File: src/rtl/tomasulo_pkg.sv
// -----------------------------------------------------------------------------
// tomasulo_pkg
// Shared definitions for the Tomasulo core: opcode encodings, reorder-buffer
// sizing, reservation-station index map and the reorder-buffer entry record.
// -----------------------------------------------------------------------------
package tomasulo_pkg;

  // Reorder-buffer sizing (the issue stage assumes 8 entries)
  localparam int DEPTH  = 8;
  localparam int DATA_W = 32;
  localparam int REG_W  = 5;

  // Opcode encodings carried with every issued instruction
  localparam logic [2:0] OP_ADD   = 3'd0;
  localparam logic [2:0] OP_SUB   = 3'd1;
  localparam logic [2:0] OP_MUL   = 3'd2;
  localparam logic [2:0] OP_DIV   = 3'd3;
  localparam logic [2:0] OP_LOAD  = 3'd4;
  localparam logic [2:0] OP_STORE = 3'd5;

  // Reservation-station index map
  localparam logic [3:0] RS_LS_FIRST  = 4'd1;
  localparam logic [3:0] RS_LS_LAST   = 4'd6;
  localparam logic [3:0] RS_ADD_FIRST = 4'd7;
  localparam logic [3:0] RS_ADD_LAST  = 4'd9;
  localparam logic [3:0] RS_MUL_FIRST = 4'd10;
  localparam logic [3:0] RS_MUL_LAST  = 4'd11;
  localparam logic [3:0] RS_NONE      = 4'd12;

  // One reorder-buffer slot at the default widths
  typedef struct packed {
    logic              busy;
    logic              ready;
    logic [2:0]        op;
    logic [REG_W-1:0]  dest;
    logic [DATA_W-1:0] value;
    logic [31:0]       addr;
  } rob_entry_t;

endpackage

File: src/rtl/rob_entry.sv
// -----------------------------------------------------------------------------
// rob_entry
// One reorder-buffer slot: busy/ready flags plus the op, destination, value
// and address fields. The parent decides which slot is allocated, written
// back or cleared; this module only stores.
// Ports:
//   clk, rst_n            clock, async active-low reset (clears everything)
//   alloc_en/op/dest      claim the slot: busy=1, ready=0, latch op and dest
//   wb_en/value/addr      CDB writeback: latch value and address, ready=1
//   clr_en                retire the slot: busy=0, ready=0
//   busy..addr            current slot contents
// -----------------------------------------------------------------------------
module rob_entry #(
  parameter int DATA_W = 32,
  parameter int REG_W  = 5
) (
  input  logic              clk,
  input  logic              rst_n,
  input  logic              alloc_en,
  input  logic [2:0]        alloc_op,
  input  logic [REG_W-1:0]  alloc_dest,
  input  logic              wb_en,
  input  logic [DATA_W-1:0] wb_value,
  input  logic [31:0]       wb_addr,
  input  logic              clr_en,
  output logic              busy,
  output logic              ready,
  output logic [2:0]        op,
  output logic [REG_W-1:0]  dest,
  output logic [DATA_W-1:0] value,
  output logic [31:0]       addr
);

  // Slot storage. The three controls are mutually exclusive by construction:
  // allocation needs an idle slot, writeback needs a busy/not-ready slot and
  // retirement needs a busy/ready slot.
  always_ff @(posedge clk or negedge rst_n) begin
    if (!rst_n) begin
      busy  <= 1'b0;
      ready <= 1'b0;
      op    <= 3'd0;
      dest  <= '0;
      value <= '0;
      addr  <= 32'd0;
    end else if (alloc_en) begin
      busy  <= 1'b1;
      ready <= 1'b0;
      op    <= alloc_op;
      dest  <= alloc_dest;
    end else if (clr_en) begin
      busy  <= 1'b0;
      ready <= 1'b0;
    end else if (wb_en) begin
      ready <= 1'b1;
      value <= wb_value;
      addr  <= wb_addr;
    end
  end

endmodule

File: src/rtl/reorder_buffer.sv
// -----------------------------------------------------------------------------
// reorder_buffer
// Circular reorder buffer for the Tomasulo core. Entries are allocated in
// order at the tail by the issue stage, completed out of order by CDB
// broadcasts, and retired in order from the head.
// Ports:
//   clk, rst_n                     clock, async active-low reset
//   alloc_valid/idx/op/dest        issue-stage allocation request
//   cdb_valid/idx/value/addr       CDB writeback
//   commit_ready                   register file / memory accepts the head
//   commit_valid/idx/op/dest/value/addr   head entry (combinational read)
//   busy                           per-entry busy bits to the issue stage
//   full, empty                    occupancy flags
//   alloc_err                      sticky protocol-violation flag
// Optional feature (macro ROB_LOOKUP_EN): two operand query ports
//   lk0_idx/lk1_idx -> lkN_ready/lkN_value, with same-cycle CDB bypass.
// -----------------------------------------------------------------------------
module reorder_buffer #(
  parameter  int DEPTH  = tomasulo_pkg::DEPTH,
  parameter  int DATA_W = tomasulo_pkg::DATA_W,
  parameter  int REG_W  = tomasulo_pkg::REG_W,
  localparam int PTR_W  = $clog2(DEPTH),
  localparam int CNT_W  = $clog2(DEPTH) + 1
) (
  input  logic              clk,
  input  logic              rst_n,
  input  logic              alloc_valid,
  input  logic [PTR_W-1:0]  alloc_idx,
  input  logic [2:0]        alloc_op,
  input  logic [REG_W-1:0]  alloc_dest,
  input  logic              cdb_valid,
  input  logic [PTR_W-1:0]  cdb_idx,
  input  logic [DATA_W-1:0] cdb_value,
  input  logic [31:0]       cdb_addr,
  input  logic              commit_ready,
  output logic              commit_valid,
  output logic [PTR_W-1:0]  commit_idx,
  output logic [2:0]        commit_op,
  output logic [REG_W-1:0]  commit_dest,
  output logic [DATA_W-1:0] commit_value,
  output logic [31:0]       commit_addr,
  output logic [DEPTH-1:0]  busy,
  output logic              full,
  output logic              empty,
  output logic              alloc_err
`ifdef ROB_LOOKUP_EN
  ,
  input  logic [PTR_W-1:0]  lk0_idx,
  input  logic [PTR_W-1:0]  lk1_idx,
  output logic              lk0_ready,
  output logic [DATA_W-1:0] lk0_value,
  output logic              lk1_ready,
  output logic [DATA_W-1:0] lk1_value
`endif
);

  import tomasulo_pkg::*;

  logic [PTR_W-1:0]  head_r;
  logic [PTR_W-1:0]  tail_r;
  logic [CNT_W-1:0]  count_r;
  logic              alloc_err_r;

  logic [DEPTH-1:0]  busy_s;
  logic [DEPTH-1:0]  ready_s;
  logic [2:0]        op_s    [DEPTH];
  logic [REG_W-1:0]  dest_s  [DEPTH];
  logic [DATA_W-1:0] value_s [DEPTH];
  logic [31:0]       addr_s  [DEPTH];

  logic              alloc_ok_s;
  logic              alloc_bad_s;
  logic              wb_ok_s;
  logic              wb_bad_s;
  logic              commit_fire_s;
  logic [REG_W-1:0]  alloc_dest_s;

  // Qualify allocation, writeback and retirement against current entry state
  always_comb begin
    alloc_ok_s    = 1'b0;
    alloc_bad_s   = 1'b0;
    wb_ok_s       = 1'b0;
    wb_bad_s      = 1'b0;
    alloc_dest_s  = alloc_dest;
    if (alloc_valid) begin
      if ((alloc_idx == tail_r) && !busy_s[tail_r]) begin
        alloc_ok_s = 1'b1;
      end else begin
        alloc_bad_s = 1'b1;
      end
    end else begin
      alloc_ok_s = 1'b0;
    end
    if (cdb_valid) begin
      if (busy_s[cdb_idx] && !ready_s[cdb_idx]) begin
        wb_ok_s = 1'b1;
      end else begin
        wb_bad_s = 1'b1;
      end
    end else begin
      wb_ok_s = 1'b0;
    end
    // Stores have no register destination; keep the field clean
    if (alloc_op == OP_STORE) begin
      alloc_dest_s = '0;
    end else begin
      alloc_dest_s = alloc_dest;
    end
    commit_valid  = busy_s[head_r] && ready_s[head_r];
    commit_fire_s = commit_valid && commit_ready;
  end

  genvar gi;
  generate
    for (gi = 0; gi < DEPTH; gi++) begin : g_entry
      rob_entry #(
        .DATA_W (DATA_W),
        .REG_W  (REG_W)
      ) u_entry (
        .clk        (clk),
        .rst_n      (rst_n),
        .alloc_en   (alloc_ok_s && (tail_r == PTR_W'(gi))),
        .alloc_op   (alloc_op),
        .alloc_dest (alloc_dest_s),
        .wb_en      (wb_ok_s && (cdb_idx == PTR_W'(gi))),
        .wb_value   (cdb_value),
        .wb_addr    (cdb_addr),
        .clr_en     (commit_fire_s && (head_r == PTR_W'(gi))),
        .busy       (busy_s[gi]),
        .ready      (ready_s[gi]),
        .op         (op_s[gi]),
        .dest       (dest_s[gi]),
        .value      (value_s[gi]),
        .addr       (addr_s[gi])
      );
    end
  endgenerate

  // Head/tail pointers (wrap silently), occupancy count and sticky error
  always_ff @(posedge clk or negedge rst_n) begin
    if (!rst_n) begin
      head_r      <= '0;
      tail_r      <= '0;
      count_r     <= '0;
      alloc_err_r <= 1'b0;
    end else begin
      if (alloc_ok_s) begin
        tail_r <= tail_r + PTR_W'(1);
      end
      if (commit_fire_s) begin
        head_r <= head_r + PTR_W'(1);
      end
      case ({alloc_ok_s, commit_fire_s})
        2'b10:   count_r <= count_r + CNT_W'(1);
        2'b01:   count_r <= count_r - CNT_W'(1);
        default: count_r <= count_r;
      endcase
      alloc_err_r <= alloc_err_r | alloc_bad_s | wb_bad_s;
    end
  end

  assign commit_idx   = head_r;
  assign commit_op    = op_s[head_r];
  assign commit_dest  = dest_s[head_r];
  assign commit_value = value_s[head_r];
  assign commit_addr  = addr_s[head_r];
  assign busy         = busy_s;
  assign full         = (count_r == CNT_W'(DEPTH));
  assign empty        = (count_r == CNT_W'(0));
  assign alloc_err    = alloc_err_r;

`ifdef ROB_LOOKUP_EN
  // Operand lookup with same-cycle CDB bypass
  always_comb begin
    lk0_ready = 1'b0;
    lk0_value = '0;
    lk1_ready = 1'b0;
    lk1_value = '0;
    if (cdb_valid && (cdb_idx == lk0_idx)) begin
      lk0_ready = 1'b1;
      lk0_value = cdb_value;
    end else begin
      lk0_ready = busy_s[lk0_idx] && ready_s[lk0_idx];
      lk0_value = value_s[lk0_idx];
    end
    if (cdb_valid && (cdb_idx == lk1_idx)) begin
      lk1_ready = 1'b1;
      lk1_value = cdb_value;
    end else begin
      lk1_ready = busy_s[lk1_idx] && ready_s[lk1_idx];
      lk1_value = value_s[lk1_idx];
    end
  end
`else
  // Operand lookup ports are not built in this configuration
`endif

endmodule

File: config.mk
export PLATFORM = sky130hd
export DESIGN_NAME = reorder_buffer
export DESIGN_NICKNAME = d
export VERILOG_FILES = /design/src/rtl/tomasulo_pkg.sv /design/src/rtl/rob_entry.sv /design/src/rtl/reorder_buffer.sv
export SDC_FILE = /design/constraint.sdc
export NUM_CORES = 1
export LEC_CHECK = 0
export BUFFER_PORTS_ARGS = -buffer_cell sky130_fd_sc_hd__buf_2
export CAP_MARGIN = 20
export CORE_MARGIN = 1.5
export CORE_UTILIZATION = 40
export CTS_BUF_LIST = sky130_fd_sc_hd__clkbuf_16
export DETAILED_ROUTE_END_ITERATION = 16
export GPL_TIMING_DRIVEN = 0
export PLACE_DENSITY = 0.62
export SLEW_MARGIN = 20
export SYNTH_ARGS = -nofsm -noshare
export SYNTH_HDL_FRONTEND = slang
export SYNTH_SLANG_ARGS = --single-unit
File: constraint.sdc
create_clock -name clk -period 3.2 [get_ports clk]
set_clock_uncertainty 0.1 [all_clocks]
set_input_delay 0.16 -clock clk [delete_from_list [all_inputs] [get_ports clk]]
set_output_delay 0.16 -clock clk [all_outputs]
set_load 0.02 [all_outputs]
Yosys cells after proc, flatten, opt, wreduce, memory -nomap -nowiden
Index checks and enable logic that the tools add are counted.
{"block": "op_classes", "n_lt_le_gt_ge": 4, "bitwise": 19, "muxes": 72, "addsub": 4, "n_eq_ne": 26, "reduce_logical": 59}
{"cell": "$bmux 32 s3", "count": 2}
{"cell": "$mux 32", "count": 4}
{"cell": "$mux 1", "count": 53}
{"cell": "$eq 3x3->1 const B", "count": 13}
{"cell": "$logic_and 1x1->1", "count": 28}
{"cell": "$reduce_and 3->1", "count": 8}
{"cell": "$reduce_bool 3->1", "count": 8}
{"cell": "$eq 3x2->1 const B", "count": 6}
{"cell": "$reduce_bool 2->1", "count": 9}
{"cell": "$not 1->1", "count": 16}
{"cell": "$bmux 1 s3", "count": 5}
{"cell": "$bmux 5 s3", "count": 1}
{"cell": "$mux 5", "count": 3}
{"cell": "$lt 3x4->1 const B", "count": 3}
{"cell": "$bmux 3 s3", "count": 1}
{"cell": "$eq 3x1->1 const B", "count": 3}
{"cell": "$logic_not 3->1", "count": 3}
{"cell": "$pmux 4 s2", "count": 1}
{"cell": "$add 3x1->3 const B", "count": 2}
{"cell": "$mux 3", "count": 2}
{"cell": "$add 4x1->4 const B", "count": 1}
{"cell": "$eq 4x4->1 const B", "count": 1}
{"cell": "$ge 4x4->1 const B", "count": 1}
{"cell": "$logic_not 4->1", "count": 1}
{"cell": "other kinds (7)", "count": 9}
{"block": "word_totals", "input_bits": 83, "out_inout_bits": 87, "reg_bits": 603, "word_cells": 236}

Depth between registers and ports, before layout
{"block": "depth", "word_depth": 10, "depth_mapped": 12, "depth_no_buf": 11}

Cells and area by module
Synthesis repeated with hierarchy kept, for this count alone.
{"block": "hier_totals", "hier_cells": 1823, "area_unflattened_um2": 30090.1}
{"module": "rob_entry", "seq_area_each_um2": 1851.8, "instances": 8, "cells_per_inst": 159, "area_each_um2": 3056.7}
{"module": "reorder_buffer", "seq_area_each_um2": 275.3, "instances": 1, "cells_per_inst": 551, "area_each_um2": 5636.7}

Worst setup path after synthesis
Ideal clock, no wire load.
{"block": "synth_path", "path_type": "register to register", "from": "register tail_r[1]", "to": "register count_r[3]", "t_required_ns": 2.975, "n_path_buf": 1, "period_less_slack_ns": 3.120, "setup_time_ns": 0.125, "path_stages_with_launch": 13, "slack_ns": 0.080, "arrival_time_ns": 2.895, "cell_sequence": "dfrtp_1 > buf_6 > mux2_1 > mux4_2 > nor3b_4 > inv_1 > ha_1 > ha_1 > a21o_1 > a21oi_1 > xnor2_1 > nor2_1 > xor2_1"}
{"block": "synth_via", "elab_chain_cells": 8, "word_cells_on_any_way": 11, "cone_classes": "eq/ne (3); mux (5); reduce/logical (3)"}
{"item": "start: declaration", "line": "reorder_buffer.sv:60", "source": "logic [PTR_W-1:0] tail_r;"}
{"item": "start signal: assignment", "line": "reorder_buffer.sv:148", "source": "tail_r <= tail_r + PTR_W'(1);"}
{"item": "$bmux 1 s3", "line": "reorder_buffer.sv:86", "source": "if ((alloc_idx == tail_r) && !busy_s[tail_r]) begin"}
{"item": "$mux 1 (not written as such)", "line": "reorder_buffer.sv:86"}
{"item": "$logic_not 1->1", "line": "reorder_buffer.sv:86"}
{"item": "$logic_and 1x1->1 *", "line": "reorder_buffer.sv:86"}
{"item": "$mux 1 *", "line": "reorder_buffer.sv:86"}
{"item": "$mux 1 *", "line": "reorder_buffer.sv:85", "source": "if (alloc_valid) begin"}
{"item": "$eq 2x1->1 or $eq 2x2->1 (tied branches)", "line": "reorder_buffer.sv:153", "source": "case ({alloc_ok_s, commit_fire_s})"}
{"item": "$pmux 4 s2 or $reduce_bool 2->1 (tied branches)"}
{"item": "end signal: assignment", "line": "reorder_buffer.sv:154", "source": "2'b10: count_r <= count_r + CNT_W'(1);"}
{"item": "end signal: assignment", "line": "reorder_buffer.sv:155", "source": "2'b01: count_r <= count_r - CNT_W'(1);"}
{"item": "end signal: assignment", "line": "reorder_buffer.sv:156", "source": "default: count_r <= count_r;"}
{"item": "end: declaration", "line": "reorder_buffer.sv:61", "source": "logic [CNT_W-1:0] count_r;"}
Mark *: on every way between the ends. The rest lies on a longest branch, timed or not. The select of a mux whose other input is x is not followed.
A chain may end at the register's enable or synchronous reset.

Worst setup path in the final report
{"block": "layout_path", "from": "register head_r[1], in the netlist commit_idx[1]", "to": "output commit_value[30]"}
{"block": "layout_via", "elab_chain_cells": 4}
{"item": "start: declaration", "line": "reorder_buffer.sv:59", "source": "logic [PTR_W-1:0] head_r;"}
{"item": "start signal: assignment", "line": "reorder_buffer.sv:151", "source": "head_r <= head_r + PTR_W'(1);"}
{"item": "$not 3->4 (not written as such)", "line": "reorder_buffer.sv:165", "source": "assign commit_value = value_s[head_r];"}
{"item": "$bmux 32 s3", "line": "reorder_buffer.sv:165"}
{"item": "$mux 32 (not written as such) (2 in a row)", "line": "reorder_buffer.sv:165"}
{"item": "end: declaration", "line": "reorder_buffer.sv:40", "source": "output logic [DATA_W-1:0] commit_value,"}
No other way between the ends. The select of a mux whose other input is x is not followed.

==> impl_results.md <==
* Die area at 70500 um^2
* Top FF cell, synth: dfrtp_1
* Area leader, netlist: dfrtp_1
* First-pass GRT wire length at 107 mm
* Net Count, Synth at 1925
* Starting Density at 0.403
* Post-route ant nets at 0
* 1st-pass router iterations at 4
* Synth top area share at 0.547
* Tot Pwr at 29.0 mW
* Clk sinks at 603
* Worst reg2reg path depth at 11
* R2R Path Start: commit_idx[1]$_DFFE_PN0P_
* Worst slew margin at 0.436
* Largest net degree at the start of global routing at 104
* VDD IR-drop max at 0.502 mV
* HP Class: in -> async
* Crit Path Class: reg -> out
* Wirelength per Cell at 22.1 um
* Register area share after synthesis at 0.547
* Max Root-Sink Buffers at 3
* Syn avg cell area at 15.1 um^2
* Die Ht at 266 um
* Root buffer cell: clkbuf_16
* Mapped Area at 27600 um^2
* Synth top area cells: dfrtp_1 (55%), mux2_2 (19%), mux4_2 (12%)
* Share of cells above drive strength 1 at 0.457
* Top Ports at 170
* GPL Wtd Cong at 0.808
* Critical Path Fanout Max at 10
* # fillers at 6019
* Reg-to-reg slack, setup at 90 ps
* Setup Viol. Count Final at 0
* Port buffer count at 169
* RSZ-0062 raised after global routing: true
* Final max-slew violation count at 0
* Worst-Margin Slew at 846 ps
* Critical Path Start: commit_idx[1]$_DFFE_PN0P_
* Fraction of registers with async set or reset after synthesis at 1.00
* Die Wd at 266 um
* Arrival time at the worst endpoint at 2850 ps
* Layout Cell Area excl Fill at 32900 um^2
* Ys Warns at 0
* Area Overhead vs Synth at 19.2%
* Endpoints failing hold at 0
* Final min period at 3110 ps
* GRT Total Usage at 0.199
* Number of maximum-capacitance violations at 0
* Status: finished, final reports clean
* Most frequent cell after synthesis: dfrtp_1
* Synth Register Bits at 603
* Achievable Freq at 0.321 GHz
* Setup_tns at 0 ps
* Clk slew on worst S/H paths at 50 ps
* # rows at 96
* EDFF count, synth at 0
* Clock latency at the later pin of the worst-skew pair at 600 ps
* PD cells at 882 nW/um^2
* Placed instance area at 29800 um^2
* Initial drt markers at 1098
* CP Capture Point: commit_value[30]
* Commonest cells post-synth: dfrtp_1 (603), mux2_2 (476), nand2_1 (241)
* Pleak at 16.1 nW
* TritonCTS Buffers at 68
* DRT Wirelength at 68.4 mm
* Via-to-Cell Ratio at 5.32
* Initial antenna violation count at 2
* Worst reg2reg endpoint: count_r[3]$_DFFE_PN0P_
* Vias in the first global route at 18100
* Synthesized instance count at 1826
* # DRC at 0
* Routed via count at 16400
* DP HPWL at 45.5 mm
* WP data required at 2940 ps
* Inserted Diodes at 0
* Overflow after GRT at 0
* CTS tree: yes
* CORE AREA at 68500 um^2
* Final nets at 2263
* H-tree Lvls at 3
* Synth cell types at 55
* Worst setup SP type: register
* Final Cycle Share at 0.973
* Critical path endpoint category: output port
-- per-layer routing --
| metal | share of wire | GRT usage |
|---|---|---|
| met2 | 0.49 | 0.332 |
| met5 | 0.00026 | 0 |
| met1 | 0.44 | 0.264 |
| met4 | 0.025 | 0.0656 |
| met3 | 0.047 | 0.0360 |
-- area by class of cell --
type / instances / area [um^2] / area share
Timing Repair Buffer: 268 / 1980 / 0.0601
Clock inverter: 46 / 270 / 0.00822
Inverter: 15 / 56.3 / 0.00171
Clock buffer: 71 / 1780 / 0.0540
Tap cell: 882 / 1100 / 0.0336
Sequential cell: 603 / 15100 / 0.459
Multi-Input combinational cell: 1088 / 11800 / 0.360
Buffer: 120 / 773 / 0.0235
-- repair_timing --
action / 4_1_cts / 5_1_grt
hold endpoints to repair: 633 / 0
hold buffers: 74 / 0
gates cloned: 0 / 0
buffers inserted: 4 / 11
pin swaps: 5 / 5
resized for setup: 80 / 12
endpoints found under the setup margin: 513 / 244
-- worst min path at each step --
stage	start	endpoint	slack [ps]	cells after the start
2_1_floorplan	rst_n	alloc_err$_DFF_PN0_	-240	0
3_3_place_gp	alloc_err$_DFF_PN0_	alloc_err$_DFF_PN0_	360	1
3_5_place_dp	rst_n	g_entry[3].u_entry.addr[25]$_DFFE_PN0P_	140	1
4_1_cts	rst_n	g_entry[3].u_entry.addr[25]$_DFFE_PN0P_	90	2
5_1_grt	rst_n	g_entry[3].u_entry.addr[25]$_DFFE_PN0P_	130	2
6_report	rst_n	g_entry[3].u_entry.addr[25]$_DFFE_PN0P_	80	2
-- flip-flops by register name (all words and copies together), names as in the netlist, 4 cells and up --
| name | cells |
|---|---|
| count_r | 4 |
| g_entry.u_entry.busy | 8 |
| g_entry.u_entry.ready | 8 |
| g_entry.u_entry.dest | 40 |
| g_entry.u_entry.addr | 256 |
| g_entry.u_entry.op | 24 |
| g_entry.u_entry.value | 256 |
-- cell families after synthesis --
logic type	count (synthesis)	synth area share
mux	733	0.360
flops	603	0.547
simple gates	294	0.0456
buf+inv	135	0.0257
compound gates	36	0.0110
fa+ha+maj	16	0.00753
xor+xnor	9	0.00286
-- power by group --
part           switching [mW]  internal [mW]
Combinational            5.16           5.06
Sequential               1.34           10.2
Clock                    3.11           4.15
-- metrics by stage --
step	util	hold WS, ps	setup WS, ps	instances
after global routing	0.480	132	-22.7	3093
after CTS	0.478	90.4	4.12	3082
after global placement	0.431	360	-10160	2877
after detailed placement	0.435	143	-509	2887
final	0.480	80.3	85.4	3093
after floorplan	-	-236	79.6	1826
-- worst max-delay path: stages (launching register included) --
cell,delay (ps)
dfrtp_1,420
buf_4,310
clkbuf_4,330
clkbuf_2,360
mux4_2,350
nand2_1,80
nand2_1,170
buf_2,220
-- cells in the final DEF, fill, tap and decap left out, drive strengths merged, types with 10 or more instances in the layout --
master,instances
clkinv,18
dfrtp,603
inv,41
nor2,10
mux4,149
mux2,582
nand2,241
buf,279
clkbuf,102
dlygate4sd3,74
ha,15
Note: power is estimated with default switching activity, not from simulation.
